File: src/rtl/psram_qpi_ctrl.sv
// QPI PSRAM controller: runs the power-up sequence (delay, RSTEN, RST, SPI2QPI) itself,
// then serves valid/ready read/write bursts over split SIO out/oe/in pins. All logic is posedge mem_clk.
module psram_qpi_ctrl #(
    parameter int DATA_W      = 16,
    parameter int INIT_CYCLES = 12800,
    parameter int READ_WAIT   = 6,
    parameter int MAX_BURST   = 8,
    parameter int LEN_W       = 3
) (
    input  logic              mem_clk,
    input  logic              rst,
    input  logic              cmd_valid,
    output logic              cmd_ready,
    input  logic              cmd_write,
    input  logic [23:0]       cmd_addr,
    input  logic [LEN_W-1:0]  cmd_len,
    input  logic [DATA_W-1:0] wr_data,
    output logic              wr_ready,
    output logic [DATA_W-1:0] rd_data,
    output logic              rd_valid,
    output logic              init_done,
    output logic              mem_ce,
    output logic [3:0]        mem_sio_o,
    output logic [3:0]        mem_sio_oe,
    input  logic [3:0]        mem_sio_i
);

    localparam int NIBS      = DATA_W / 4;
    localparam int NIB_W     = (NIBS > 1) ? $clog2(NIBS) : 1;
    localparam int CNT_MAX_A = (INIT_CYCLES > READ_WAIT) ? INIT_CYCLES : READ_WAIT;
    localparam int CNT_MAX   = (CNT_MAX_A > 8) ? CNT_MAX_A : 8;
    localparam int CNT_W     = $clog2(CNT_MAX + 1);

    localparam logic [CNT_W-1:0] INIT_LAST = CNT_W'(INIT_CYCLES - 1);
    localparam logic [CNT_W-1:0] WAIT_LAST = CNT_W'(READ_WAIT - 1);
    localparam logic [NIB_W-1:0] NIB_LAST  = NIB_W'(NIBS - 1);
    localparam logic [LEN_W-1:0] MAX_LEN   = LEN_W'(MAX_BURST - 1);

    typedef enum logic [3:0] {
        INIT_WAIT,
        SPI_CMD,
        SPI_GAP,
        IDLE,
        Q_CMD,
        Q_ADDR,
        Q_WAIT,
        Q_DATA,
        Q_END
    } state_t;

    state_t            state;
    state_t            state_next;
    logic [CNT_W-1:0]  cnt;
    logic [1:0]        spi_idx;
    logic [NIB_W-1:0]  nib_cnt;
    logic [LEN_W-1:0]  word_cnt;
    logic [LEN_W-1:0]  len_r;
    logic [23:0]       addr_r;
    logic              write_r;
    logic [DATA_W-1:0] shift_r;

    logic              accept;
    logic              nib_last;
    logic [LEN_W-1:0]  len_clamp;
    logic [7:0]        spi_byte;
    logic [7:0]        qpi_cmd;
    logic [23:0]       addr_sh;
    logic [DATA_W-1:0] rd_shift;

    assign accept    = (state == IDLE) && init_done && cmd_valid;
    assign nib_last  = (nib_cnt == NIB_LAST);
    assign len_clamp = (cmd_len > MAX_LEN) ? MAX_LEN : cmd_len;
    assign qpi_cmd   = write_r ? 8'h38 : 8'hEB;
    assign addr_sh   = addr_r << {cnt[2:0], 2'b00};
    assign rd_shift  = (shift_r << 4) | DATA_W'(mem_sio_i);

    always_comb begin
        case (spi_idx)
            2'd0:    spi_byte = 8'h66;
            2'd1:    spi_byte = 8'h99;
            default: spi_byte = 8'h35;
        endcase
    end

    // The step counter restarts on every state change, so each state sees cnt=0 on entry.
    always_ff @(posedge mem_clk or posedge rst) begin
        if (rst) begin
            state     <= INIT_WAIT;
            cnt       <= '0;
            spi_idx   <= '0;
            nib_cnt   <= '0;
            word_cnt  <= '0;
            len_r     <= '0;
            addr_r    <= '0;
            write_r   <= 1'b0;
            shift_r   <= '0;
            rd_data   <= '0;
            rd_valid  <= 1'b0;
            init_done <= 1'b0;
        end else begin
            state    <= state_next;
            cnt      <= (state_next != state) ? '0 : cnt + 1'b1;
            rd_valid <= 1'b0;

            if (state == SPI_GAP && cnt == CNT_W'(1)) begin
                if (spi_idx == 2'd2) begin
                    init_done <= 1'b1;
                end else begin
                    spi_idx <= spi_idx + 1'b1;
                end
            end

            if (accept) begin
                addr_r   <= cmd_addr;
                len_r    <= len_clamp;
                write_r  <= cmd_write;
                word_cnt <= '0;
                if (cmd_write) begin
                    shift_r <= wr_data;
                end
            end

            if (state == Q_DATA) begin
                nib_cnt <= nib_last ? '0 : nib_cnt + 1'b1;
                if (nib_last) begin
                    word_cnt <= word_cnt + 1'b1;
                end
                if (write_r) begin
                    shift_r <= wr_ready ? wr_data : (shift_r << 4);
                end else begin
                    shift_r <= rd_shift;
                    if (nib_last) begin
                        rd_data  <= rd_shift;
                        rd_valid <= 1'b1;
                    end
                end
            end else begin
                nib_cnt <= '0;
            end
        end
    end

    // Pin values are decoded from state so a reset forces CE high and releases the bus at once.
    always_comb begin
        state_next = state;
        mem_ce     = 1'b1;
        mem_sio_o  = 4'h0;
        mem_sio_oe = 4'h0;
        cmd_ready  = 1'b0;
        wr_ready   = 1'b0;

        case (state)
            INIT_WAIT: begin
                if (cnt == INIT_LAST) begin
                    state_next = SPI_CMD;
                end
            end
            SPI_CMD: begin
                mem_ce       = 1'b0;
                mem_sio_oe   = 4'b0001;
                mem_sio_o[0] = spi_byte[~cnt[2:0]];
                if (cnt[2:0] == 3'd7) begin
                    state_next = SPI_GAP;
                end
            end
            SPI_GAP: begin
                if (cnt == CNT_W'(1)) begin
                    state_next = (spi_idx == 2'd2) ? IDLE : SPI_CMD;
                end
            end
            IDLE: begin
                cmd_ready = init_done;
                wr_ready  = accept && cmd_write;
                if (accept) begin
                    state_next = Q_CMD;
                end
            end
            Q_CMD: begin
                mem_ce     = 1'b0;
                mem_sio_oe = 4'hF;
                mem_sio_o  = cnt[0] ? qpi_cmd[3:0] : qpi_cmd[7:4];
                if (cnt == CNT_W'(1)) begin
                    state_next = Q_ADDR;
                end
            end
            Q_ADDR: begin
                mem_ce     = 1'b0;
                mem_sio_oe = 4'hF;
                mem_sio_o  = addr_sh[23:20];
                if (cnt == CNT_W'(5)) begin
                    state_next = (write_r || READ_WAIT == 0) ? Q_DATA : Q_WAIT;
                end
            end
            Q_WAIT: begin
                mem_ce = 1'b0;
                if (cnt == WAIT_LAST) begin
                    state_next = Q_DATA;
                end
            end
            Q_DATA: begin
                mem_ce = 1'b0;
                if (write_r) begin
                    mem_sio_oe = 4'hF;
                    mem_sio_o  = shift_r[DATA_W-1 -: 4];
                    wr_ready   = nib_last && (word_cnt != len_r);
                end
                if (nib_last && word_cnt == len_r) begin
                    state_next = Q_END;
                end
            end
            Q_END: begin
                if (cnt == CNT_W'(1)) begin
                    state_next = IDLE;
                end
            end
            default: begin
                state_next = INIT_WAIT;
            end
        endcase
    end

endmodule

File: config.mk
export PLATFORM = sky130hd
export DESIGN_NAME = psram_qpi_ctrl
export DESIGN_NICKNAME = d
export VERILOG_FILES = /design/src/rtl/psram_qpi_ctrl.sv
export SDC_FILE = /design/constraint.sdc
export NUM_CORES = 1
export LEC_CHECK = 0
export ABC_CLOCK_PERIOD_IN_PS = 6600
export CORE_MARGIN = 4
export CORE_UTILIZATION = 30
export CTS_CLUSTER_DIAMETER = 80
export DETAILED_ROUTE_END_ITERATION = 16
export REMOVE_ABC_BUFFERS = 1
export SYNTH_ARGS = -nofsm -noshare
export SYNTH_HDL_FRONTEND = slang
export SYNTH_SLANG_ARGS = --single-unit
File: constraint.sdc
create_clock -name mem_clk -period 6.6 [get_ports mem_clk]
set_clock_uncertainty 0.2 [all_clocks]
set_input_delay 1.32 -clock mem_clk [delete_from_list [all_inputs] [get_ports mem_clk]]
set_output_delay 1.32 -clock mem_clk [all_outputs]
set_load 0.005 [all_outputs]
---- Word level (Yosys, flattened, before mapping) ----
Index checks and enable logic that the tools add are counted.
storage, ports and cells
  flip-flop bits (word level) ............. 87
  bits of input ports ..................... 51
  output and inout bits ................... 29
  logic and storage cells ................. 98
operators by class
  add/sub/neg operators ................... 4
  magnitude comparators ................... 2
  equality and inequality tests ........... 18
  shift-type cells ........................ 1
  muxes and demuxes ....................... 41
  bitwise logic cells ..................... 4
  reductions and logical operators ........ 16
operators by type and width
  kind                                                   count
  2-to-1 mux 16 bit                                      5
  2-to-1 mux 4 bit                                       12
  case mux 4 bit (9 select lines)                        1
  << shifter 24 x 5 -> 24 bit                            1
  equality test 4 x 3 -> 1 bit (second input constant)   4
  bitwise OR 16 x 4 -> 16 bit                            1
  case mux 8 bit (2 select lines)                        1
  adder 14 x 1 -> 14 bit (second input constant)         1
  equality test 14 x 1 -> 1 bit (second input constant)  1
  equality test 14 bit (second input constant)           1
  equality test 14 x 3 -> 1 bit (second input constant)  1
  2-to-1 mux 14 bit                                      1
  2-to-1 mux 3 bit                                       4
  case mux 4 bit (3 select lines)                        1
  case mux 3 bit (3 select lines)                        1
  equality test 4 x 2 -> 1 bit (second input constant)   2
  2-to-1 mux 1 bit                                       8
  2-to-1 mux 8 bit                                       1
  logical AND 1 bit                                      6
  2-to-1 mux 2 bit                                       3
  AND reduction 2 bit                                    3
  OR reduction 5 bit                                     1
  adder 2 x 1 -> 2 bit (second input constant)           2
  equality test 2 bit (second input constant)            2
  20 further kinds                                       22

---- Longest topological paths before layout ----
Gate-level depths: netlist (run 1).
  word-level depth ........................ 8
  depth in mapped cells ................... 9
  mapped depth without buffers ............ 8

---- Least setup slack after synthesis (run 1) ----
No wires, ideal clock.
  kind .................................... in2out
  from .................................... input port cmd_valid
  to ...................................... output port wr_ready
  arrival time ............................ 2.525 ns
  required time ........................... 5.080 ns
  path slack .............................. 2.555 ns
  stages .................................. 5
  buffers on the path ..................... 1
  cells stage by stage .................... nand2_1 nor4_1 a21oi_1 nor2_1 clkbuf_1
between the ends
  longest elaborated chain between the ends .. 3
RTL lines
  what                             line  RTL
  from (decl)                      12    input logic cmd_valid,
  logical AND 1 bit                70    assign accept = (state == IDLE) && init_done && cmd_valid;
  logical AND 1 bit                173   wr_ready = accept && cmd_write;
  case mux 1 bit (2 select lines)  152   case (state)
  to (decl)                        18    output logic wr_ready,
Every way passes these cells.

---- Final worst setup path (run 1) ----
Same ends and word-level chain as after synthesis.

==> results of run 1 <==
==> logic make-up after synthesis <==
logic type	count (synthesis)	synth area share
and+or+nand+nor	127	0.1618
xor gates and xnor gates	18	0.03896
buffers and inverters	29	0.02823
AOI/OAI and AO/OA	59	0.08865
adders and majority gates	13	0.03670
DFF	87	0.4912
muxes	58	0.1544
==> flip-flops by register name, indices dropped and copies added, names as in the netlist <==
signal / cells
addr_r: 24
cnt: 14
init_done: 1
len_r: 3
nib_cnt: 2
rd_data: 16
rd_valid: 1
shift_r: 16
spi_idx: 2
state: 4
word_cnt: 3
write_r: 1
==> area by class of cell <==
class                   instances  area (um^2)  area share
repair buffers                 85        835.8      0.1459
clock inverters                 5        81.33     0.01419
clock buffers                  11        242.7     0.04236
flip-flops and latches         87         2177      0.3799
inverters                       7        27.53    0.004803
multi-input cells             275         2136      0.3727
well taps                     184        230.2     0.04017
==> worst max-delay path by stage <==
stage / end / depth (start not counted) / from / slack (ns)
2_1_floorplan: wr_ready / 4 / cmd_valid / -1.14
3_3_place_gp: wr_ready / 9 / cmd_valid / 1.55
3_5_place_dp: wr_ready / 9 / cmd_valid / 1.51
4_1_cts: wr_ready / 9 / cmd_valid / 1.50
5_1_grt: wr_ready / 9 / cmd_valid / 1.34
6_report: wr_ready / 9 / cmd_valid / 1.51
==> stage by stage <==
step / hold WS [ns] / power (W) / setup TNS [ns] / instance area [um^2] / cells
2_1_floorplan: 0.2150 / 0.0005520 / -2.061 / 4333 / 369
3_3_place_gp: 0.2247 / 0.0005860 / 0 / 5406 / 638
3_5_place_dp: 0.2401 / 0.0005865 / 0 / 5406 / 638
4_1_cts: 0.2483 / 0.001138 / 0 / 5731 / 654
5_1_grt: 0.2820 / 0.001162 / 0 / 5731 / 654
6_report: 0.2478 / 0.001123 / 0 / 5731 / 654
==> cells in the mapped netlist (2+ instances only) <==
cell type,count
mux2i_1,11
nor2_1,19
o221ai_1,2
a22o_1,2
or4_4,2
clkbuf_1,18
nor4_4,2
nand3_1,4
nor3_1,4
xor2_1,15
buf_4,2
and4_1,3
mux2_2,43
or4_1,2
nor4_1,6
mux4_2,4
nor2b_1,5
xor2_2,2
a21boi_0,2
a211oi_1,2
nand4_1,4
nor3_2,5
a31oi_1,2
or3_1,3
ha_1,13
o21ai_0,18
dfrtp_1,87
nand2_1,48
nand3b_1,2
inv_1,7
a21oi_1,6
nor4_2,2
and3_1,4
a22oi_1,17
nand2b_1,4
==> critical path: cells and delay by family <==
family                 cells  cell delay, ns
buffers and inverters      5            1.78
and+or+nand+nor            3            0.34
AOI/OAI and AO/OA          1            0.12
==> power by group <==
group | internal, W | switching (W)
logic | 0.0000269 | 0.0000152
clock network | 0.000342 | 0.000205
registers | 0.000533 | 0
==> per-layer routing <==
| metal | up-vias | routed length, um | global-route usage |
|---|---|---|---|
| met5 | - | 0 | 0 |
| met1 | 1583 | 4638 | 0.1751 |
| met3 | 11 | 455 | 0.02679 |
| met4 | 0 | 128 | 0.05012 |
| li1 | 1561 | - | - |
| met2 | 66 | 4965 | 0.1991 |
==> flow_summary.ini, run 1 <==
[outcome]
outcome = finished, final reports clean

[sta]
fmax_mhz = 196.3
tightest_slew_ns = 0.9101
setup_violations = 0
min_period_ns = 5.094
period_share = 0.7718
worst_slack_ns = 1.506
rsz0062_at_grt = false
drv_slew = 0
hold_viol = 0
slew_headroom = 0.3928

[clock_network]
cts_tree = built
cts_htree_levels = 3
cts_root_buf = clkbuf_16
cts_resized = 0
clock_tree.buffer_depth = 2
cts.clk_slew.worst_paths_ns = 0.06
numCtsBuffers = 9
postCtsSetupBuffers = 0
clock_sinks = 87
clock_latency_ns = 0.34
cts-hold-fix-buffers = 0

[critical_path]
crit_arrival_ns = 3.57
critPathMaxFanout = 33
r2r_start = cnt[0]
worstSetupPathType = in2out
critical_path.max_stage_delay_ns = 0.52
r2r_cells = 7
path_common_cell = buf_4
slowest_stage = clkdlybuf4s50_1
r2r-end = cnt[5]
path_cells = clkdlybuf4s50_1, nand2_1, nor4_2, buf_4, a21oi_1, buf_4, nor2_1, buf_4, clkdlybuf4s50_1
worst_setup_path_end_kind = output port
crit_path_start_kind = input port
crit_required_ns = 5.08
r2r_setup_slack_ns = 3.06

[pwr]
ir_drop_mv = 0.1372
power_density_nw_per_um2 = 195.9
p_leak_nw = 2.626

[floorplan]
rows = 44
die_h_um = 129.5
initial_core_util = 0.3061
io_pins = 80
die_area_um2 = 16780
die_w_um = 129.5
coreArea_um2 = 14480

[placed_design]
io_buffers = 79
dp_hpwl_um = 7378
dp_slack_ns = 1.508
place.gp.congestion = 0.8027

[routing]
routed_wl_um = 10190
vias = 3221
drt-vias-per-instance = 4.925
firstDrtPassIters = 4
antenna_left = 0
drc = 0
drt_iter0_markers = 104
routedWlPerCell_um = 15.58

[synth]
synthFlopType = dfrtp_1
yosysTopAreaCell = dfrtp_1
ys_ff_latch = 87
syn_avg_cell_area_um2 = 11.33
synth_enable_flop_cells = 0
yosysSeqAreaShare = 0.4912
synthArstFlopShare = 1.000
synth_top_cell_area_share = 0.4912
synth_area_leaders = dfrtp_1, mux2_2, nand2_1
yosys_warnings = 0
synthCells = 391
ys_types = 54
synth_area_um2 = 4432

[global_routing]
grt_pass1_wl_um = 17040
grt_antenna_before_repair = 0
grt_use_total = 0.1278
first_global_vias = 3307
grt_start_max_net_pins = 47
grt_overflow = 0

[flow_run]
cap_violations = 0

[hold_path]
min-delay-path-class = reg2reg
hold_path_end = nib_cnt[0]
hold_depth = 1
worstHoldStart = nib_cnt[0]

[layout]
nets = 529
fin_util = 0.3958
drive_gt1_frac = 0.1809
n_fill_cell = 1402
final_common_cell = dfrtp_1
mostFrequentLayoutCells = dfrtp_1, clkdlybuf4s50_1, nand2_1, mux2_2, nor2_1
area_growth_syn_to_layout_pct = 29.31
diodes = 0
(Power assumes the default switching activity.)
==> inputs of run 2 (changes only) <==
Settings changed: ABC_CLOCK_PERIOD_IN_PS 6600 to 4700.
Clock period 6.6 ns to 4.7 ns, I/O delays scaled along.
==> flow_summary.ini, run 2 (same netlist as run 1, synthesis figures left out) <==
[outcome]
outcome = finished, final reports clean

[critical_path]
critPathMaxFanout = 17
r2r_setup_slack_ns = 1.21
crit_path_start_kind = register
r2r-end = cnt[5]
r2r_cells = 7
worst_setup_path_end_kind = output port
crit_required_ns = 3.56
r2r_start = cnt[0]
worstSetupPathType = reg2out
crit_arrival_ns = 2.68

[sta]
hold_viol = 0
slew_headroom = 0.3872
min_period_ns = 3.818
rsz0062_at_grt = false
period_share = 0.8122
tightest_slew_ns = 0.9185
fmax_mhz = 261.9
worst_slack_ns = 0.8824
drv_slew = 0
hold_slack_ns = 0.2474
setup_violations = 0

[placed_design]
io_buffers = 79
dp_hpwl_um = 7363
place.gp.congestion = 0.7950
dp_slack_ns = 0.8895
dp.cells = 639

[layout]
nets = 530
fin_cells = 655
largest_reg_flops = 24
final_common_cell = dfrtp_1
area_growth_syn_to_layout_pct = 29.42
fin_util = 0.3961
top_regs = addr_r x24, rd_data x16, shift_r x16
diodes = 0
max_flop_register = addr_r
drive_gt1_frac = 0.1847
mostFrequentLayoutCells = dfrtp_1, clkdlybuf4s50_1, nand2_1, mux2_2, nor2_1

[global_routing]
grt_antenna_before_repair = 0
grt_use_total = 0.1270
grt_start_max_net_pins = 35
grt_pass1_wl_um = 16980
first_global_vias = 3361
grt_overflow = 0

[clock_network]
cts_tree = built
cts-hold-fix-buffers = 0
clock_sinks = 87
cts.clk_slew.worst_paths_ns = 0.06
clock_tree.buffer_depth = 2
clock_latency_ns = 0.34
cts_htree_levels = 3
postCtsSetupBuffers = 0
cts_root_buf = clkbuf_16
numCtsBuffers = 9
cts_resized = 0

[routing]
firstDrtPassIters = 4
routedWlPerCell_um = 15.37
drt-vias-per-instance = 4.960
drc = 0
antenna_left = 0
drt_iter0_markers = 182
routed_wl_um = 10070
vias = 3249

[hold_path]
hold_path_end = nib_cnt[0]
min-delay-path-class = reg2reg
worstHoldStart = nib_cnt[0]
hold_depth = 1

[pwr]
p_leak_nw = 2.635
power_density_nw_per_um2 = 274.2
ir_drop_mv = 0.1603

[flow_run]
cap_violations = 0

[floorplan]
die_h_um = 129.5
coreArea_um2 = 14480
rows = 44
die_w_um = 129.5
die_area_um2 = 16780
initial_core_util = 0.3061
io_pins = 80
[run 2: layout make-up]
| class | instances | area, um^2 |
|---|---|---|
| repair buffers | 86 | 843.3 |
| well taps | 184 | 230.2 |
| inverters | 7 | 27.53 |
| multi-input cells | 275 | 2136 |
| clock inverters | 7 | 96.34 |
| fillers | 1405 | 8743 |
| flip-flops and latches | 87 | 2177 |
| clock buffers | 9 | 225.2 |
[run 2: worst max-delay path, stage by stage, from the launching register on]
cell             delay (ns)
dfrtp_1                0.84
mux4_2                 0.59
mux2i_1                0.20
o2bb2ai_1              0.09
a21o_1                 0.18
clkdlybuf4s50_1        0.45
[run 2: stage by stage]
stage | cell area (um^2) | TNS (ns) | power (W)
6_report | 5736 | 0 | 0.001573
3_3_place_gp | 5414 | 0 | 0.0008239
2_1_floorplan | 4333 | -42.13 | 0.0007752
5_1_grt | 5736 | 0 | 0.001633
4_1_cts | 5736 | 0 | 0.001591
3_5_place_dp | 5414 | 0 | 0.0008242
[run 2: worst max-delay path by stage]
stage / from / endpoint / slack, ns / depth (start not counted)
5_1_grt: cnt[0] / mem_sio_o[0] / 0.75 / 5
3_3_place_gp: cmd_valid / wr_ready / 0.92 / 7
3_5_place_dp: cmd_valid / wr_ready / 0.89 / 7
4_1_cts: cnt[0] / mem_sio_o[0] / 0.83 / 5
6_report: cnt[0] / mem_sio_o[0] / 0.88 / 5
2_1_floorplan: cmd_valid / wr_ready / -2.28 / 4
[run 2: power breakdown]
part / switching, W / internal (W) / total [W]
logic: 0.0000212 / 0.0000383 / 0.0000595
clock network: 0.000297 / 0.000467 / 0.000764
registers: 0 / 0.000749 / 0.000749
total: 0.000318 / 0.00125 / 0.00157
[run 2: per-layer routing]
layer  wire [um]  global-route usage
met5           0                   0
met2        4873              0.1954
met3         389             0.03133
met1        4689              0.1789
met4         117             0.03667
==> inputs of run 3 (changes only) <==
Settings changed: ABC_CLOCK_PERIOD_IN_PS 4700 to 3600.
Clock period 4.7 ns to 3.6 ns, I/O delays scaled along.
==> flow_summary.ini, run 3 (same netlist as run 1, synthesis figures left out) <==
[outcome]
outcome = finished, final reports clean

[placed_design]
dp_slack_ns = 0.2798
dp.cells = 648
dp_hpwl_um = 7565
place.gp.congestion = 0.7986
io_buffers = 79

[layout]
largest_reg_flops = 24
multi_input_area_um2 = 2136
regArea_um2 = 2177
max_flop_register = addr_r
final_common_cell = dfrtp_1
mostFrequentLayoutCells = dfrtp_1, clkdlybuf4s50_1, nand2_1, mux2_2, nor2_1
top_regs = addr_r x24, rd_data x16, shift_r x16
nets = 539
n_fill_cell = 1403
drive_gt1_frac = 0.1942
area_growth_syn_to_layout_pct = 30.52
diodes = 0
fin_cells = 663

[sta]
fmax_mhz = 296.6
period_share = 0.9364
drv_slew = 0
hold_viol = 0
setup_violations = 0
tightest_slew_ns = 0.9089
worst_slack_ns = 0.2289
rsz0062_at_grt = false
slew_headroom = 0.3935
min_period_ns = 3.371
tns_ns = 0

[clock_network]
cts_root_buf = clkbuf_16
clock_tree.buffer_depth = 2
cts_resized = 0
cts_tree = built
cts.clk_slew.worst_paths_ns = 0.06
numCtsBuffers = 9
cts_htree_levels = 3
cts-hold-fix-buffers = 0
postCtsSetupBuffers = 0
clock_latency_ns = 0.34
clock_sinks = 87

[routing]
drt-vias-per-instance = 4.888
routed_wl_um = 10180
drc = 0
vias = 3241
drt_iter0_markers = 129
routedWlPerCell_um = 15.35
firstDrtPassIters = 4
antenna_left = 0

[critical_path]
critPathMaxFanout = 13
crit_end = mem_sio_o[0]
critPathLaunch = state[3]
r2r_start = cnt[3]
crit_required_ns = 2.68
r2r_cells = 6
crit_arrival_ns = 2.45
slowest_stage = dfrtp_1
critical_path.max_stage_delay_ns = 0.52
worstSetupPathType = reg2out
r2r_setup_slack_ns = 0.42
path_cells = nor2b_1, nand2_1, nor2_1, a22o_1, a21o_1, clkdlybuf4s50_1
crit_path_start_kind = register
worst_setup_path_end_kind = output port
r2r-end = cnt[13]

[global_routing]
grt_antenna_before_repair = 0
first_global_vias = 3321
grt_use_total = 0.1268
grt_overflow = 0
grt_start_max_net_pins = 55
grt_pass1_wl_um = 16920

[hold_path]
min-delay-path-class = reg2reg
hold_depth = 1

[floorplan]
initial_core_util = 0.3061
coreArea_um2 = 14480
die_area_um2 = 16780
rows = 44
die_h_um = 129.5
die_w_um = 129.5
io_pins = 80

[pwr]
finalPower_w = 0.001974
power_density_nw_per_um2 = 341.2
ir_drop_mv = 0.1658
p_leak_nw = 2.671

[flow_run]
cap_violations = 0
==> run 3: worst min-delay path by stage <==
| stage | start | end |
|---|---|---|
| floorplan | nib_cnt[0] | nib_cnt[0] |
| global placement | nib_cnt[0] | nib_cnt[0] |
| detailed placement | nib_cnt[0] | nib_cnt[0] |
| CTS | nib_cnt[0] | nib_cnt[0] |
| global route | nib_cnt[0] | nib_cnt[0] |
| finish | nib_cnt[0] | nib_cnt[0] |
==> run 3: worst max-delay path: cells and delay by family, from the launching register on <==
kind            cells  cell delay, ns
simple gates        3            0.77
compound gates      2            0.31
buf+inv             1            0.51
flops               1            0.52
==> run 3: layer usage <==
layer  wire length [um]  GRT usage  up-vias
met4                134    0.04034        0
met2               4885     0.2003       55
met3                424    0.03009        7
li1                   -          -     1575
met1               4736     0.1730     1604
met5                  0          0        -
==> run 3: layout make-up <==
class,instances,area share
clock buffers,12,0.04261
clock inverters,3,0.007571
inverters,7,0.004759
multi-input cells,275,0.3692
flip-flops and latches,87,0.3764
well taps,184,0.03980
repair buffers,95,0.1596
==> run 3: power by group <==
group | internal (W) | switching [W]
Sequential | 0.000978 | 0
Clock | 0.000553 | 0.000364
Combinational | 0.0000508 | 0.0000283
==> run 3: through the flow <==
step	hold WS [ns]	util	instance area (um^2)
3_3_place_gp	0.2258	0.3795	5494
3_5_place_dp	0.2375	0.3795	5494
5_1_grt	0.2878	0.3995	5784
4_1_cts	0.2457	0.3995	5784
2_1_floorplan	0.2150	-	4333
6_report	0.2410	0.3995	5784
